==> src/rtl/level_sensor_conditioner.sv <==
// ---------------------------------------------------------------------------
// level_sensor_conditioner
//
// Turns the two raw float switches of the high tank into the clean level
// pair used by the electrovalve controller. Each switch is synchronised and
// debounced. The debounced pair is then checked for the impossible
// combination "above 90 % but below 5 %". If that combination persists, a
// sensor fault is latched and the "tank full" code (1/1) is forced, so the
// valve closes.
//
// Optional build macro: LEVEL_GLITCH_CNT_EN
//   Adds output glitchCnt, a saturating count of rejected switch transitions.
//
// Parameters
//   DEBOUNCE_CYCLES : stable cycles needed to accept a new switch level (>=2)
//   FAULT_CYCLES    : cycles an invalid pair must persist to latch a fault (>=2)
//   CNT_W           : timer width, must hold max(DEBOUNCE_CYCLES, FAULT_CYCLES)
//
// Ports
//   clk         in   system clock
//   rst_n       in   asynchronous active-low reset
//   rawLow      in   raw 5 % switch, asynchronous (1 = water above 5 %)
//   rawHigh     in   raw 90 % switch, asynchronous (1 = water above 90 %)
//   clrFault    in   one-cycle pulse clearing a latched fault
//   lowLevel    out  conditioned 5 % level
//   highLevel   out  conditioned 90 % level
//   levelValid  out  1 once the start-up debounce window has completed
//   sensorFault out  latched invalid-sensor indication
//   glitchCnt   out  [7:0] rejected-transition count (LEVEL_GLITCH_CNT_EN only)
// ---------------------------------------------------------------------------
module level_sensor_conditioner #(
    parameter int DEBOUNCE_CYCLES = 50000,
    parameter int FAULT_CYCLES    = 500000,
    parameter int CNT_W           = 20
) (
    input  logic       clk,
    input  logic       rst_n,
    input  logic       rawLow,
    input  logic       rawHigh,
    input  logic       clrFault,
    output logic       lowLevel,
    output logic       highLevel,
    output logic       levelValid,
    output logic       sensorFault
`ifdef LEVEL_GLITCH_CNT_EN
    ,
    output logic [7:0] glitchCnt
`endif
);

    localparam logic [CNT_W-1:0] CNT_ONE    = CNT_W'(1);
    localparam logic [CNT_W-1:0] DEB_LAST   = CNT_W'(DEBOUNCE_CYCLES - 1);
    localparam logic [CNT_W-1:0] FLT_LAST   = CNT_W'(FAULT_CYCLES - 1);
    // levelValid rises on the edge after the counter has seen D+1 cycles,
    // i.e. at cycle DEBOUNCE_CYCLES+2 after reset release.
    localparam logic [CNT_W-1:0] START_LAST = CNT_W'(DEBOUNCE_CYCLES + 1);

    typedef enum logic [1:0] {
        ST_OK      = 2'd0,
        ST_SUSPECT = 2'd1,
        ST_FAULT   = 2'd2
    } state_t;

    // Channel index 0 = low switch, 1 = high switch.
    logic [1:0]       meta;
    logic [1:0]       synced;
    logic [1:0]       stable;
    logic [CNT_W-1:0] deb_cnt [2];
    logic [CNT_W-1:0] startup_cnt;
    logic [CNT_W-1:0] fault_timer;
    logic [1:0]       last_valid;   // {high, low} of the most recent valid pair
    state_t           state;
    logic             pair_invalid;

    // ---------------- two-flop synchroniser ----------------
    always_ff @(posedge clk or negedge rst_n) begin
        if (!rst_n) begin
            meta   <= 2'b00;
            synced <= 2'b00;
        end else begin
            meta   <= {rawHigh, rawLow};
            synced <= meta;
        end
    end

    // ---------------- start-up window ----------------
    always_ff @(posedge clk or negedge rst_n) begin
        if (!rst_n) begin
            startup_cnt <= '0;
            levelValid  <= 1'b0;
        end else if (!levelValid) begin
            if (startup_cnt == START_LAST) begin
                levelValid <= 1'b1;
            end else begin
                startup_cnt <= startup_cnt + CNT_ONE;
            end
        end
    end

    // ---------------- per-channel debounce ----------------
    // During start-up the stable level simply tracks the synced input so the
    // first valid pair reflects the real tank state without extra delay.
    always_ff @(posedge clk or negedge rst_n) begin
        if (!rst_n) begin
            stable     <= 2'b11;
            deb_cnt[0] <= '0;
            deb_cnt[1] <= '0;
        end else begin
            for (int i = 0; i < 2; i++) begin
                if (!levelValid) begin
                    stable[i]  <= synced[i];
                    deb_cnt[i] <= '0;
                end else if (synced[i] == stable[i]) begin
                    deb_cnt[i] <= '0;
                end else if (deb_cnt[i] == DEB_LAST) begin
                    stable[i]  <= synced[i];
                    deb_cnt[i] <= '0;
                end else begin
                    deb_cnt[i] <= deb_cnt[i] + CNT_ONE;
                end
            end
        end
    end

    assign pair_invalid = stable[1] & ~stable[0];

    // ---------------- plausibility FSM with registered outputs ----------------
    // Outputs are written in the same branch that decides the next state, so
    // they always agree with the state being entered (no one-cycle leak of an
    // invalid pair when moving OK -> SUSPECT).
    always_ff @(posedge clk or negedge rst_n) begin
        if (!rst_n) begin
            state       <= ST_OK;
            fault_timer <= '0;
            last_valid  <= 2'b11;
            sensorFault <= 1'b0;
            lowLevel    <= 1'b1;
            highLevel   <= 1'b1;
        end else begin
            if (!pair_invalid) begin
                last_valid <= stable;
            end

            if (!levelValid) begin
                state       <= ST_OK;
                fault_timer <= '0;
                sensorFault <= 1'b0;
                lowLevel    <= 1'b1;
                highLevel   <= 1'b1;
            end else begin
                case (state)
                    ST_OK: begin
                        if (pair_invalid) begin
                            state       <= ST_SUSPECT;
                            fault_timer <= '0;
                            lowLevel    <= last_valid[0];
                            highLevel   <= last_valid[1];
                        end else begin
                            lowLevel    <= stable[0];
                            highLevel   <= stable[1];
                        end
                    end
                    ST_SUSPECT: begin
                        if (!pair_invalid) begin
                            state       <= ST_OK;
                            lowLevel    <= stable[0];
                            highLevel   <= stable[1];
                        end else if (fault_timer == FLT_LAST) begin
                            state       <= ST_FAULT;
                            sensorFault <= 1'b1;
                            lowLevel    <= 1'b1;
                            highLevel   <= 1'b1;
                        end else begin
                            fault_timer <= fault_timer + CNT_ONE;
                            lowLevel    <= last_valid[0];
                            highLevel   <= last_valid[1];
                        end
                    end
                    ST_FAULT: begin
                        // Clearing needs a plausible pair; otherwise stay latched.
                        if (clrFault && !pair_invalid) begin
                            state       <= ST_OK;
                            sensorFault <= 1'b0;
                            lowLevel    <= stable[0];
                            highLevel   <= stable[1];
                        end else begin
                            sensorFault <= 1'b1;
                            lowLevel    <= 1'b1;
                            highLevel   <= 1'b1;
                        end
                    end
                    default: begin
                        state       <= ST_FAULT;
                        sensorFault <= 1'b1;
                        lowLevel    <= 1'b1;
                        highLevel   <= 1'b1;
                    end
                endcase
            end
        end
    end

`ifdef LEVEL_GLITCH_CNT_EN
    // ---------------- rejected-transition counter ----------------
    // A rejection is a debounce counter falling back to zero from a nonzero
    // value because the synced input re-agreed with the stable level.
    logic [1:0] reject;
    logic [8:0] glitch_sum;
    logic [7:0] glitch_cnt;

    always_comb begin
        reject = 2'b00;
        for (int i = 0; i < 2; i++) begin
            reject[i] = levelValid && (synced[i] == stable[i]) && (deb_cnt[i] != '0);
        end
        glitch_sum = {1'b0, glitch_cnt} + {8'd0, reject[0]} + {8'd0, reject[1]};
    end

    always_ff @(posedge clk or negedge rst_n) begin
        if (!rst_n) begin
            glitch_cnt <= 8'd0;
        end else if (clrFault) begin
            glitch_cnt <= 8'd0;
        end else if (glitch_sum[8]) begin
            glitch_cnt <= 8'hFF;
        end else begin
            glitch_cnt <= glitch_sum[7:0];
        end
    end

    assign glitchCnt = glitch_cnt;
`endif

endmodule

==> config.mk <==
export PLATFORM = sky130hd
export DESIGN_NAME = level_sensor_conditioner
export DESIGN_NICKNAME = d
export VERILOG_FILES = /design/src/rtl/level_sensor_conditioner.sv
export SDC_FILE = /design/constraint.sdc
export NUM_CORES = 1
export LEC_CHECK = 0
export ABC_AREA = 1
export CAP_MARGIN = 20
export CORE_UTILIZATION = 38
export CTS_BUF_LIST = sky130_fd_sc_hd__clkbuf_8
export CTS_CLUSTER_SIZE = 30
export DETAILED_ROUTE_END_ITERATION = 16
export SLEW_MARGIN = 20
export SYNTH_ARGS = -nofsm -noshare
export SYNTH_HDL_FRONTEND = slang
export SYNTH_SLANG_ARGS = --single-unit
==> constraint.sdc <==
create_clock -name clk -period 1.5 [get_ports clk]
set_clock_uncertainty 0.05 [all_clocks]
set_input_delay 0.375 -clock clk [delete_from_list [all_inputs] [get_ports clk]]
set_output_delay 0.375 -clock clk [all_outputs]
set_load 0.01 [all_outputs]
==> impl_metrics.json, run 1 <==
{
  "fill_cells": 1231,
  "clkSinkCount": 94,
  "finalPower_mw": 4.62,
  "hold_class": "flop to flop",
  "drive_above_1_share_pct": 35.1,
  "setup_slack_ns": -0.0928,
  "setup_violations": 44,
  "clock_path_buffers": 2,
  "design.core.area_sq_um": 14000,
  "yosysWarnings": 0,
  "timing.fmax_mhz": 628,
  "synth_edf_count": 0,
  "clockRootBuffer": "clkbuf_8",
  "place_congestion": 0.867,
  "grtUsageTotal_pct": 20.0,
  "power_density_nw_per_um2": 595,
  "yosysUniqueCellTypes": 39,
  "synth_nets": 761,
  "nets": 896,
  "rsz0062_at_grt": "true",
  "post_synth.cell_area_avg_sq_um": 7.35,
  "grt_pass1_wl_um": 23800,
  "clkTransAtPathRegs_ns": 0.09,
  "slew_headroom_pct": 69.1,
  "routed_via_density": 5.10,
  "drt_pre_antenna_iters": 7,
  "clkLatencyLatePin_ns": 0.38,
  "routed_wl_um": 15400,
  "drt-initial-drc-count": 378,
  "initial_core_util_pct": 39.3,
  "die_area_sq_um": 15000,
  "synth_top_area_cell": "dfrtp_1",
  "hold_viol_final": 0,
  "ioPinCount": 9,
  "antenna_found_initial": 0,
  "netlist_instances": 751,
  "maxSlewViolCount": 0,
  "synth_area_sq_um": 5520,
  "start_kind": "flop",
  "row_count": 43,
  "critPathArrivalTime_ns": 1.81,
  "layout_common_cells": "nand2_1, buf_4, dfrtp_1",
  "max-cap-violations": 0,
  "die_x_um": 122,
  "fin_cells": 1071,
  "fin_util_pct": 55.3,
  "grt_max_degree": 49,
  "ys_ff_latch": 94,
  "fin_crit_ns": 1.59,
  "antenna_left": 0,
  "yosys-top-cells-area": "dfrtp_1, nand2_1, nand3_1, nor2_1, inv_1",
  "dp.cells": 1028,
  "ir_worst_vdd_mv": 0.596,
  "timing.final.crit_share_pct": 106,
  "fin_tns_setup_ns": -2.00,
  "diodes": 0,
  "violations": "setup timing",
  "status": "finished with violations",
  "cp_max_fo": 5,
  "r2r_cells": 6,
  "die_y_um": 122,
  "worstSetupPathType": "flop to flop",
  "synth_top_flop_cell": "dfrtp_1",
  "grt.overflow.total": 0,
  "buffer_ports.inserted": 8,
  "ys_async_sr_fraction_pct": 100,
  "htreeDepth": 3,
  "grt_pass1_vias": 5173,
  "fin_hold_ws_ns": 0.310,
  "synth_top_area_share_pct": 39.9,
  "dpl.hpwl_um": 9760,
  "cts_tree": "yes",
  "ys_seq_area_share_pct": 42.8,
  "required_ns": 1.72,
  "worst_setup_path_end_kind": "flop",
  "cellLeakagePower_nw": 3.39,
  "final_common_cell": "nand2_1",
  "vias": 5459,
  "tightest_slew_ns": 0.462,
  "cts_buffers": 9,
  "area_delta_synth_final_pct": 40.8,
  "drc": 0,
  "holdPathStages": 0,
  "wl_per_cell_um": 14.4
}
synth_stat cells, drive strengths merged (3+ instances only):
cell type,instances
nand2,205
nor2,113
dfrtp,88
nand3,87
inv,82
nor3,38
xor2,31
o21ai,24
nand4,16
buf,11
xnor2,10
nor3b,9
a21oi,6
dfstp,6
ha,5
nor4,4
and2,3
clkbuf,3
o31ai,3
power breakdown:
part	internal (mW)	switching, mW	total [mW]
Clock	0.969	0.934	1.90
Sequential	2.55	0.00911	2.56
Combinational	0.0627	0.0968	0.159
Total	3.58	1.04	4.62
cell families (layout without fill, tap and decap cells):
logic type	Yosys count	after routing	synth area share (%)
compound gates	37	37	3.65
xor+xnor	41	41	6.51
fa+ha+maj	5	5	1.13
buf+inv	97	237	7.08
flops	94	94	42.8
simple gates	477	477	38.9
critical path: stages (launching register included):
cell and delay, ns:
dfrtp_1 0.40, nand2_2 0.13, nor3_1 0.24, nand4_1 0.25
nand3_4 0.19, clkbuf_16 0.17, nor3b_2 0.04
what timing repair did:
action | CTS | global route
hold endpoints to repair | 88 | 0
endpoints found under the setup margin | 71 | 87
hold buffers | 1 | 0
cloned | 0 | 6
setup buffers | 5 | 18
pin swaps | 5 | 31
gates resized for setup | 42 | 161
registers in the layout, indices dropped and copies added (netlist names):
| register | count |
|---|---|
| stable | 2 |
| levelValid | 1 |
| state | 2 |
| sensorFault | 1 |
| startup_cnt | 20 |
| synced | 2 |
| last_valid | 2 |
| meta | 2 |
| highLevel | 1 |
| deb_cnt | 40 |
| lowLevel | 1 |
| fault_timer | 20 |
routing by layer:
metal / GRT usage, % / up-vias / share of wire [%]
li1: - / 2684 / -
met1: 25.0 / 2620 / 44
met2: 34.1 / 117 / 49
met3: 4.14 / 38 / 3.9
met4: 6.40 / 0 / 3.1
met5: 0 / - / 0
per-stage QoR:
stage / cell area [sq um] / setup WS (ns)
2_1_floorplan: 5540 / -0.0112
3_3_place_gp: 6580 / -0.0455
3_5_place_dp: 6580 / -0.0906
4_1_cts: 6960 / -0.0359
5_1_grt: 7760 / -0.173
6_report: 7760 / -0.0928
path summary, 6_finish.rpt:
path / start / endpoint / slack, ns
setup / recovery: deb_cnt[9] / deb_cnt[3] / -0.09
hold / removal: meta[1] / synced[1] / 0.31
setup reg to reg: deb_cnt[9] / deb_cnt[3] / -0.09
hold reg to reg: meta[1] / synced[1] / 0.31
max in group asynchronous: rst_n / last_valid[1] / 0.63
min in group asynchronous: rst_n / fault_timer[12] / 0.47
cell type report:
class                      instances  area [sq um]  share of cell area, %
tap                              180           225                   2.90
clock inverter                     6          77.6                  0.999
sequential                        94          2370                   30.6
clock buffer                      10           138                   1.77
inverter                          83           319                   4.11
timing repair buffer             138          1220                   15.7
multi-input combinational        560          3410                   44.0
Power figures use the tool's default switching activity.
==> inputs of run 2 (changes only) <==
--- a/config.mk
+++ b/config.mk
@@ -7,10 +7,11 @@
 export LEC_CHECK = 0
 export ABC_AREA = 1
 export CAP_MARGIN = 20
-export CORE_UTILIZATION = 38
+export CORE_UTILIZATION = 50
 export CTS_BUF_LIST = sky130_fd_sc_hd__clkbuf_8
 export CTS_CLUSTER_SIZE = 30
 export DETAILED_ROUTE_END_ITERATION = 16
+export PLACE_DENSITY = 0.69
 export SLEW_MARGIN = 20
 export SYNTH_ARGS = -nofsm -noshare
 export SYNTH_HDL_FRONTEND = slang
==> run 2 against run 1 <==
  * The flow still finishes with violations (setup timing)
  * Routed wire length up 5.8%
  * Via count up 4.3%
  * Clock power is 21% lower
  * Fmax down 0.13%
  * Core utilization is 19 points higher
  * Worst hold slack improved by 0.0076 ns
  * Power fell by 8.3%
  * Register-to-register slack about the same
  * Combinational power grew 13%
  * Flip-flop and latch count unchanged
  * Largest cell class unchanged
==> impl_metrics.json, run 2 (synthesis results as in run 1) <==
{
  "status": "finished with violations",
  "violations": "setup timing",
  "place_ws_ns": -0.0615,
  "area_delta_synth_final_pct": 42.0,
  "max-cap-violations": 0,
  "setup_slack_ns": -0.0949,
  "clkTransAtPathRegs_ns": 0.09,
  "hold_class": "flop to flop",
  "reg_top3": "deb_cnt (40), fault_timer (20), startup_cnt (20)",
  "slew_headroom_pct": 68.4,
  "power_density_nw_per_um2": 541,
  "critPathArrivalTime_ns": 1.87,
  "initial_core_util_pct": 52.5,
  "fin_hold_ws_ns": 0.317,
  "vias": 5692,
  "clkSinkCount": 94,
  "ioPinCount": 9,
  "r2r_end": "fault_timer[8]",
  "timing.critical_path.from": "fault_timer[12]",
  "place_congestion": 0.869,
  "htreeDepth": 3,
  "required_ns": 1.77,
  "die_y_um": 107,
  "drt_pre_antenna_iters": 5,
  "worst_setup_path_end_kind": "flop",
  "grt_max_degree": 56,
  "clock_path_buffers": 2,
  "die_area_sq_um": 11500,
  "buffer_ports.inserted": 8,
  "fin_crit_ns": 1.59,
  "r2r-start": "fault_timer[12]",
  "regMostFlops": "deb_cnt",
  "routed_via_density": 5.53,
  "final_common_cell": "nand2_1",
  "worstSetupPathType": "flop to flop",
  "row_count": 37,
  "timing.fmax_mhz": 627,
  "crit_end": "fault_timer[8]",
  "maxSlewViolCount": 0,
  "grt_pass1_wl_um": 23900,
  "cts_buffers": 9,
  "die_x_um": 107,
  "grt.overflow.total": 0,
  "place_area_sq_um": 6460,
  "cts_tree": "yes",
  "antenna_found_initial": 0,
  "r2r_cells": 8,
  "grtUsageTotal_pct": 26.2,
  "rsz0062_at_grt": "true",
  "timing.final.crit_share_pct": 106,
  "tightest_slew_ns": 0.473,
  "hold_viol_final": 0,
  "cellLeakagePower_nw": 3.41,
  "routed_wl_um": 16300,
  "fin_util_pct": 74.5,
  "cp_max_fo": 6,
  "ir_worst_vdd_mv": 0.421,
  "drt-initial-drc-count": 413,
  "clockRootBuffer": "clkbuf_8",
  "layout_common_cells": "nand2_1, buf_4, dfrtp_1",
  "stdcell_area_sq_um": 7830,
  "grt_pass1_vias": 5213,
  "setup_violations": 50,
  "reg2reg_slack_ns": -0.09,
  "dpl.hpwl_um": 9530,
  "clkLatencyLatePin_ns": 0.39,
  "largest_reg_flops": 40,
  "wl_per_cell_um": 15.9,
  "diodes": 0,
  "design.core.area_sq_um": 10500,
  "nets": 899,
  "drive_above_1_share_pct": 38.1,
  "antenna_left": 0,
  "drc": 0,
  "start_kind": "flop"
}
## run 2: cell count changes in the layout (fill, tap and decap cells not counted), moves of 3 or more
cell,previous run,this run
nand2_1,179,174
buf_4,114,104
buf_6,5,16
nand3_1,71,50
nand3_2,9,31
nor3b_2,9,5
clkbuf_16,5,2
nor3b_1,0,4
## run 2: area by class of cell
cell class,count,area [sq um]
Clock buffer,9,124
Clock inverter,6,32.5
Fill cell,713,2680
Inverter,83,319
Multi-Input combinational cell,561,3550
Sequential cell,94,2370
Tap cell,136,170
Timing Repair Buffer,140,1260
## run 2: worst max-delay path, stage by stage (launching register included)
cell and delay [ns]:
dfrtp_1 0.41, nor2_1 0.14, nand4_1 0.17, nor2_4 0.18, nand3_4 0.11, nand2_8 0.15, buf_8 0.15, nand3_1 0.09
nand2_1 0.09
## run 2: power by group
part | total, mW | switching (mW) | leakage (nW) | internal [mW]
Sequential | 2.56 | 0.00989 | 1.25 | 2.55
Clock | 1.50 | 0.922 | 0.0835 | 0.576
Combinational | 0.180 | 0.108 | 2.08 | 0.0720
Total | 4.24 | 1.04 | 3.41 | 3.20
## run 2: routing by layer
metal	part of all wire (%)	GRT usage [%]	vias to the layer above	wire length, um
met1	41	34.1	2765	6680
li1	-	-	2689	-
met2	50	43.4	194	8190
met3	6.0	5.05	44	975
met4	2.9	9.59	0	469
met5	0	0	-	0
## run 2: timing repair
item	in CTS	in global routing
pin swaps	8	63
endpoints found under the setup margin	63	87
resized for setup	42	202
endpoints found under the hold margin	88	0
gates cloned	1	3
hold buffers	1	0
setup buffers	14	22
## run 2: worst min path at each step
| stage | from | endpoint | depth (start not counted) |
|---|---|---|---|
| finish | meta[1] | synced[1] | 0 |
| global route | meta[1] | synced[1] | 0 |
| CTS | meta[1] | synced[1] | 0 |
| detailed placement | meta[1] | synced[1] | 0 |
| global placement | meta[1] | synced[1] | 0 |
| floorplan | rst_n | deb_cnt[0] | 0 |
## run 2: through the flow
step	TNS [ns]	cells	power (mW)
global placement	-0.348	973	2.74
floorplan	-0.0484	751	2.64
global route	-8.70	1029	4.39
detailed placement	-1.20	973	2.74
finish	-1.91	1029	4.24
CTS	-0.0358	1004	4.22
==> inputs of run 3 (changes only) <==
--- a/config.mk
+++ b/config.mk
@@ -7,11 +7,12 @@
 export LEC_CHECK = 0
 export ABC_AREA = 1
 export CAP_MARGIN = 20
+export CORE_MARGIN = 10
 export CORE_UTILIZATION = 50
 export CTS_BUF_LIST = sky130_fd_sc_hd__clkbuf_8
 export CTS_CLUSTER_SIZE = 30
 export DETAILED_ROUTE_END_ITERATION = 16
-export PLACE_DENSITY = 0.69
+export PLACE_DENSITY = 0.66
 export SLEW_MARGIN = 20
 export SYNTH_ARGS = -nofsm -noshare
 export SYNTH_HDL_FRONTEND = slang
==> constraint.sdc (replaced) <==
create_clock -name clk -period 1.49 [get_ports clk]
set_clock_uncertainty 0.05 [all_clocks]
set_input_delay 0.3725 -clock clk [delete_from_list [all_inputs] [get_ports clk]]
set_output_delay 0.3725 -clock clk [all_outputs]
set_load 0.01 [all_outputs]
==> run 3 against run 2 <==
  * The run still ends with setup timing left
  * Core utilization rose by 2.3 points
  * Global-route usage fell by 7.5 points
  * Worst setup slack got worse by 0.050 ns
  * Critical path depth did not move
  * Register-to-register slack got worse by 0.05 ns
  * Via count rose by 5.2%
  * Flip-flop and latch count did not move
  * Combinational power barely moved
  * Clock-buffer cell count did not move
  * Largest power group unchanged
  * Highest routed layer unchanged
==> impl_metrics.json, run 3 (synthesis results as in run 1) <==
{
  "status": "finished with violations",
  "violations": "setup timing",
  "start_kind": "flop",
  "clock_path_buffers": 2,
  "place_area_sq_um": 6490,
  "wl_per_cell_um": 17.2,
  "routed_wl_um": 18200,
  "setup_slack_ns": -0.145,
  "die_x_um": 125,
  "row_count": 38,
  "fin_cells": 1060,
  "tightest_slew_ns": 0.432,
  "dpl.hpwl_um": 10000,
  "required_ns": 1.73,
  "antenna_found_initial": 0,
  "vias": 5987,
  "routed_via_density": 5.65,
  "antenna_left": 0,
  "finalPower_mw": 4.55,
  "drt-initial-drc-count": 636,
  "drive_above_1_share_pct": 42.8,
  "seq_area_sq_um": 2380,
  "clkTransAtPathRegs_ns": 0.10,
  "nets": 925,
  "buffer_ports.inserted": 8,
  "critPathArrivalTime_ns": 1.87,
  "final_common_cell": "nand2_1",
  "die_y_um": 125,
  "largest_reg_flops": 40,
  "drt-met1-wl_um": 7260,
  "worstSetupPathType": "flop to flop",
  "hold_viol_final": 0,
  "ioPinCount": 9,
  "ir_worst_vdd_mv": 0.519,
  "cellLeakagePower_nw": 3.68,
  "stdcell_area_sq_um": 8330,
  "path_buf_inv": 1,
  "place_congestion": 0.923,
  "max-cap-violations": 0,
  "rsz0062_at_grt": "true",
  "slew_headroom_pct": 71.2,
  "cts_tree": "yes",
  "crit_path_top_delay_cell": "dfrtp_1",
  "drt_pre_antenna_iters": 6,
  "dp.cells": 984,
  "timing.fmax_mhz": 612,
  "cp_top_family": "simple AND/OR/NAND/NOR gates",
  "design.core.area_sq_um": 10800,
  "setup_violations": 77,
  "clkLatencyLatePin_ns": 0.39,
  "grtUsageTotal_pct": 18.7,
  "grt.overflow.total": 0,
  "regMostFlops": "deb_cnt",
  "clkSinkCount": 94,
  "die_area_sq_um": 15600,
  "cp_max_fo": 4,
  "power_density_nw_per_um2": 546,
  "initial_core_util_pct": 50.9,
  "worst_setup_path_end_kind": "flop",
  "grt_pass1_wl_um": 25100,
  "clockRootBuffer": "clkbuf_8",
  "grt_max_degree": 29,
  "reg_top3": "deb_cnt (40), fault_timer (20), startup_cnt (20)",
  "fill_cells": 672,
  "fin_crit_ns": 1.64,
  "maxSlewViolCount": 0,
  "hold_class": "flop to flop",
  "layout_common_cells": "nand2_1, buf_4, dfrtp_1",
  "htreeDepth": 3,
  "timing.final.crit_share_pct": 110,
  "diodes": 0,
  "area_delta_synth_final_pct": 51.1,
  "cpPeakStageDelay_ns": 0.45,
  "crit_chain": "nand2_2 -> nor3_4 -> buf_4 -> nand2_1 -> nor3_1 -> nand3_1 -> nand3_1 -> nor2_1",
  "cts_buffers": 9,
  "multi_input_area_sq_um": 3720,
  "top_layer": "met4",
  "grt_pass1_vias": 5336,
  "crit_top_cell": "nand3_1",
  "wl_met3_um": 984,
  "drc": 0,
  "met2_length_um": 9390
}
run 3: changes by cell type in the layout (fill, tap and decap cells not counted), moves of 6 or more:
cell | previous run | this run
buf_4 | 104 | 124
buf_6 | 16 | 22
nand2_1 | 174 | 158
nand2_2 | 24 | 37
nand3_1 | 50 | 61
nand3_2 | 31 | 16
nor2_1 | 72 | 63
nor2_4 | 14 | 25
run 3: area by class of cell:
class	count	area share, %
flip-flops and latches	94	28.6
well taps	140	2.10
repair buffers	166	18.4
clock inverters	7	0.901
multi-input cells	561	44.7
clock buffers	9	1.49
inverters	83	3.89
run 3: timing repair:
action,4_1_cts,5_1_grt
pin swaps,24,91
cloned,4,2
endpoints found under the hold margin,9,0
endpoints found under the setup margin,69,88
hold buffers,1,0
resized for setup,97,213
buffers inserted,19,37
run 3: metal layers:
layer	vias to the layer above	global-route usage [%]
met4	0	6.44
li1	2738	-
met5	-	0
met2	253	31.0
met3	54	4.06
met1	2942	23.6
run 3: through the flow:
step                      util, %  setup TNS [ns]  setup slack [ns]  hold slack [ns]
after floorplan                 -          -0.209           -0.0277           0.0269
after global placement       59.9           -1.11           -0.0674            0.230
after detailed placement     59.9           -2.30            -0.147            0.233
after CTS                    67.0           -2.15           -0.0913            0.313
after global routing         76.9          -14.06            -0.293            0.326
final                        76.9           -7.17            -0.145            0.310
run 3: power breakdown:
group          internal (mW)  switching (mW)
clock                  0.782            1.01
combinational         0.0730           0.109
sequential              2.57         0.00926
run 3: path summary, 6_finish.rpt:
check	start	endpoint	slack, ns	cells after the start
worst max-delay path	deb_cnt[5]	deb_cnt[19]	-0.15	8
worst min-delay path	meta[1]	synced[1]	0.31	0
worst max register to register	deb_cnt[5]	deb_cnt[19]	-0.15	8
worst min register to register	meta[1]	synced[1]	0.31	0
max in group asynchronous	rst_n	startup_cnt[9]	0.51	3
min in group asynchronous	rst_n	deb_cnt[10]	0.36	2
==> patch, RTL diff (flow settings as in run 1) <==
Re-encode `state_t` (3 states) as one-hot, 3 bits wide.
--- a/src/rtl/level_sensor_conditioner.sv
+++ b/src/rtl/level_sensor_conditioner.sv
@@ -55,10 +55,10 @@
     // i.e. at cycle DEBOUNCE_CYCLES+2 after reset release.
     localparam logic [CNT_W-1:0] START_LAST = CNT_W'(DEBOUNCE_CYCLES + 1);
 
-    typedef enum logic [1:0] {
-        ST_OK      = 2'd0,
-        ST_SUSPECT = 2'd1,
-        ST_FAULT   = 2'd2
+    typedef enum logic [2:0] {
+        ST_OK      = 3'b001,
+        ST_SUSPECT = 3'b010,
+        ST_FAULT   = 3'b100
     } state_t;
 
     // Channel index 0 = low switch, 1 = high switch.
Function: no difference found for any inputs over 10 cycles, from zero or initial values and one cycle with rst_n low; not proved beyond that.
==> patch against run 1 <==
The run still ends with negative setup slack left; sequential cell count grew 1; total power shrank 1.3%; critical path depth grew 2; global-route usage grew 0.88 points; non-clock buffer count grew 13; final area grew 4.6%; worst setup slack gained 32 ps; cell count grew 1.2%; die area grew 1.3%; synthesized area grew 1.3%; wire length grew 1.3%; critical path type unchanged.
==> patch: results (changes against run 1) <==
[critical_path]
cpLargestDelayFamily = flip-flops
cp.arrival_ps = 1780  ; -30 ps
r2r_end = fault_timer[10]$_DFFE_PN0P_
max_stage_delay_ps = 570  ; +170 ps
timing.rr.start = stable[1]$_DFFE_PN1P_
path_max_fanout = 16  ; +11
slowest_stage = dfstp_2
r2r_cells = 8  ; +2

[cts]
clock_latency_ps = 390
cts_buffers = 9  ; unchanged
h-tree-depth = 3  ; unchanged
cts_buffer_depth = 2  ; unchanged
cts_root_buf = clkbuf_8
cts.clk_slew.worst_paths_ps = 100

[yosys]
syn_avg_cell_area_um2 = 7.43  ; +1.2%
synth.distinct_cells = 35  ; -10%
synth_commonest_cells = nand2_1, nor2_1, dfrtp_1
synth-async-reset-ratio_pct = 100  ; unchanged
ys_top_cells_by_area = dfrtp_1, nand2_1, nor2_1, nand3_1, inv_1
yosysSeqAreaShare_pct = 42.7  ; -0.085 points
synth_nets = 762  ; +0.13%
synth_ff_type = dfrtp_1

[min_path]
hold_path_end = synced[0]$_DFF_PN0_
min_from = meta[0]$_DFF_PN0_
whs_path_depth = 0  ; unchanged
min_path_type = reg -> reg

[global_routing]
grt_pass1_vias = 5406  ; +4.5%
grt_usage_pct = 20.8  ; +0.88 points
grt_max_degree = 26  ; -47%
grt_antenna_before_repair = 0  ; unchanged
grt_pass1_wl_um = 24800  ; +4.2%

[cells_and_area]
drive_gt1_share_pct = 43.3  ; +8.1 points
nFillCells = 1258  ; +2.2%
diodes = 0  ; unchanged
final_nets = 909  ; +1.5%
biggestRegsByFlops = deb_cnt x40, fault_timer x20, startup_cnt x20

[run]
maxCapViolations = 0  ; unchanged

[routing]
drt-pass1-iter-count = 5  ; -2
wl_per_cell_um = 14.4  ; +0.13%
drt_iter0_markers = 375  ; -0.79%
vias = 5522  ; +1.2%
wl_um = 15600  ; +1.3%

[place]
placed_area_um2 = 6750  ; +2.7%
hpwl_um = 10600  ; +8.8%
gp_congestion = 0.901  ; +3.9%
dp_cells = 1038  ; +0.97%
io_buffers = 8  ; unchanged
pre_cts_slack_ps = -115  ; -24.5 ps

[status]
outcome = finished, violations left
failed_checks = negative setup slack

[sta]
whs_ps = 316  ; +6.53 ps
tightest_slew_ps = 339  ; -124 ps
fin_setup_tns_ps = -997  ; +1010 ps
worst_slack_ps = -60.4  ; +32.4 ps
final-setup-viol-count = 27  ; -39%

[pwr]
p_int_mw = 3.50  ; -2.3%
ir_worst_vdd_mv = 0.360  ; -40%
p_leak_nw = 3.45  ; +1.9%

-- patch: timing repair --
item / CTS / global route
pin swaps: 8 / 47
hold buffers: 1 / 0
buffers inserted: 4 / 22
endpoints found under the setup margin: 72 / 90
endpoints found under the hold margin: 13 / 0
gates resized for setup: 57 / 213
cloned: 0 / 5
-- patch: final cells by class --
| class | count | area (µm²) | share of cell area (%) |
|---|---|---|---|
| multi-input combinational | 555 | 3630 | 44.7 |
| tap | 180 | 225 | 2.77 |
| sequential | 95 | 2400 | 29.6 |
| timing repair buffer | 151 | 1320 | 16.3 |
| clock buffer | 11 | 151 | 1.86 |
| inverter | 87 | 337 | 4.14 |
| clock inverter | 5 | 56.3 | 0.693 |
-- patch: cells by family after synthesis --
logic type                 count (synthesis)  synth area share (%)
and+or+nand+nor                          464                  37.9
DFF                                       95                  42.7
AOI/OAI and AO/OA                         54                  5.66
buffers and inverters                    102                  7.63
xor gates and xnor gates                  32                  5.01
adders and majority gates                  5                  1.12
-- patch: worst max path at each step --
stage	startpoint	to	slack (ps)	cells past startpoint
2_1_floorplan	fault_timer[0]$_DFFE_PN0P_	fault_timer[15]$_DFFE_PN0P_	-80	9
3_3_place_gp	startup_cnt[1]$_DFFE_PN0P_	startup_cnt[13]$_DFFE_PN0P_	-90	7
3_5_place_dp	deb_cnt[0]$_DFF_PN0_	deb_cnt[16]$_DFF_PN0_	-120	8
4_1_cts	stable[1]$_DFFE_PN1P_	fault_timer[1]$_DFFE_PN0P_	-70	8
5_1_grt	deb_cnt[0]$_DFF_PN0_	deb_cnt[16]$_DFF_PN0_	-180	8
6_report	stable[1]$_DFFE_PN1P_	fault_timer[10]$_DFFE_PN0P_	-60	8
-- patch: per-layer routing --
layer | vias to the layer above | global-route usage [%] | part of all wire (%)
li1 | 2741 | - | -
met1 | 2648 | 26.5 | 44
met2 | 108 | 35.3 | 51
met3 | 25 | 4.70 | 3.4
met4 | 0 | 5.95 | 1.6
met5 | - | 0 | 0
-- patch: power by group through the flow --
stage	sequential, mW	combinational (mW)	clock, mW
after detailed placement	2.63	0.133	0
after floorplan	2.63	0.0220	0
final	2.59	0.148	1.83
after global routing	2.59	0.168	1.98
after CTS	2.59	0.139	1.90
after global placement	2.63	0.128	0
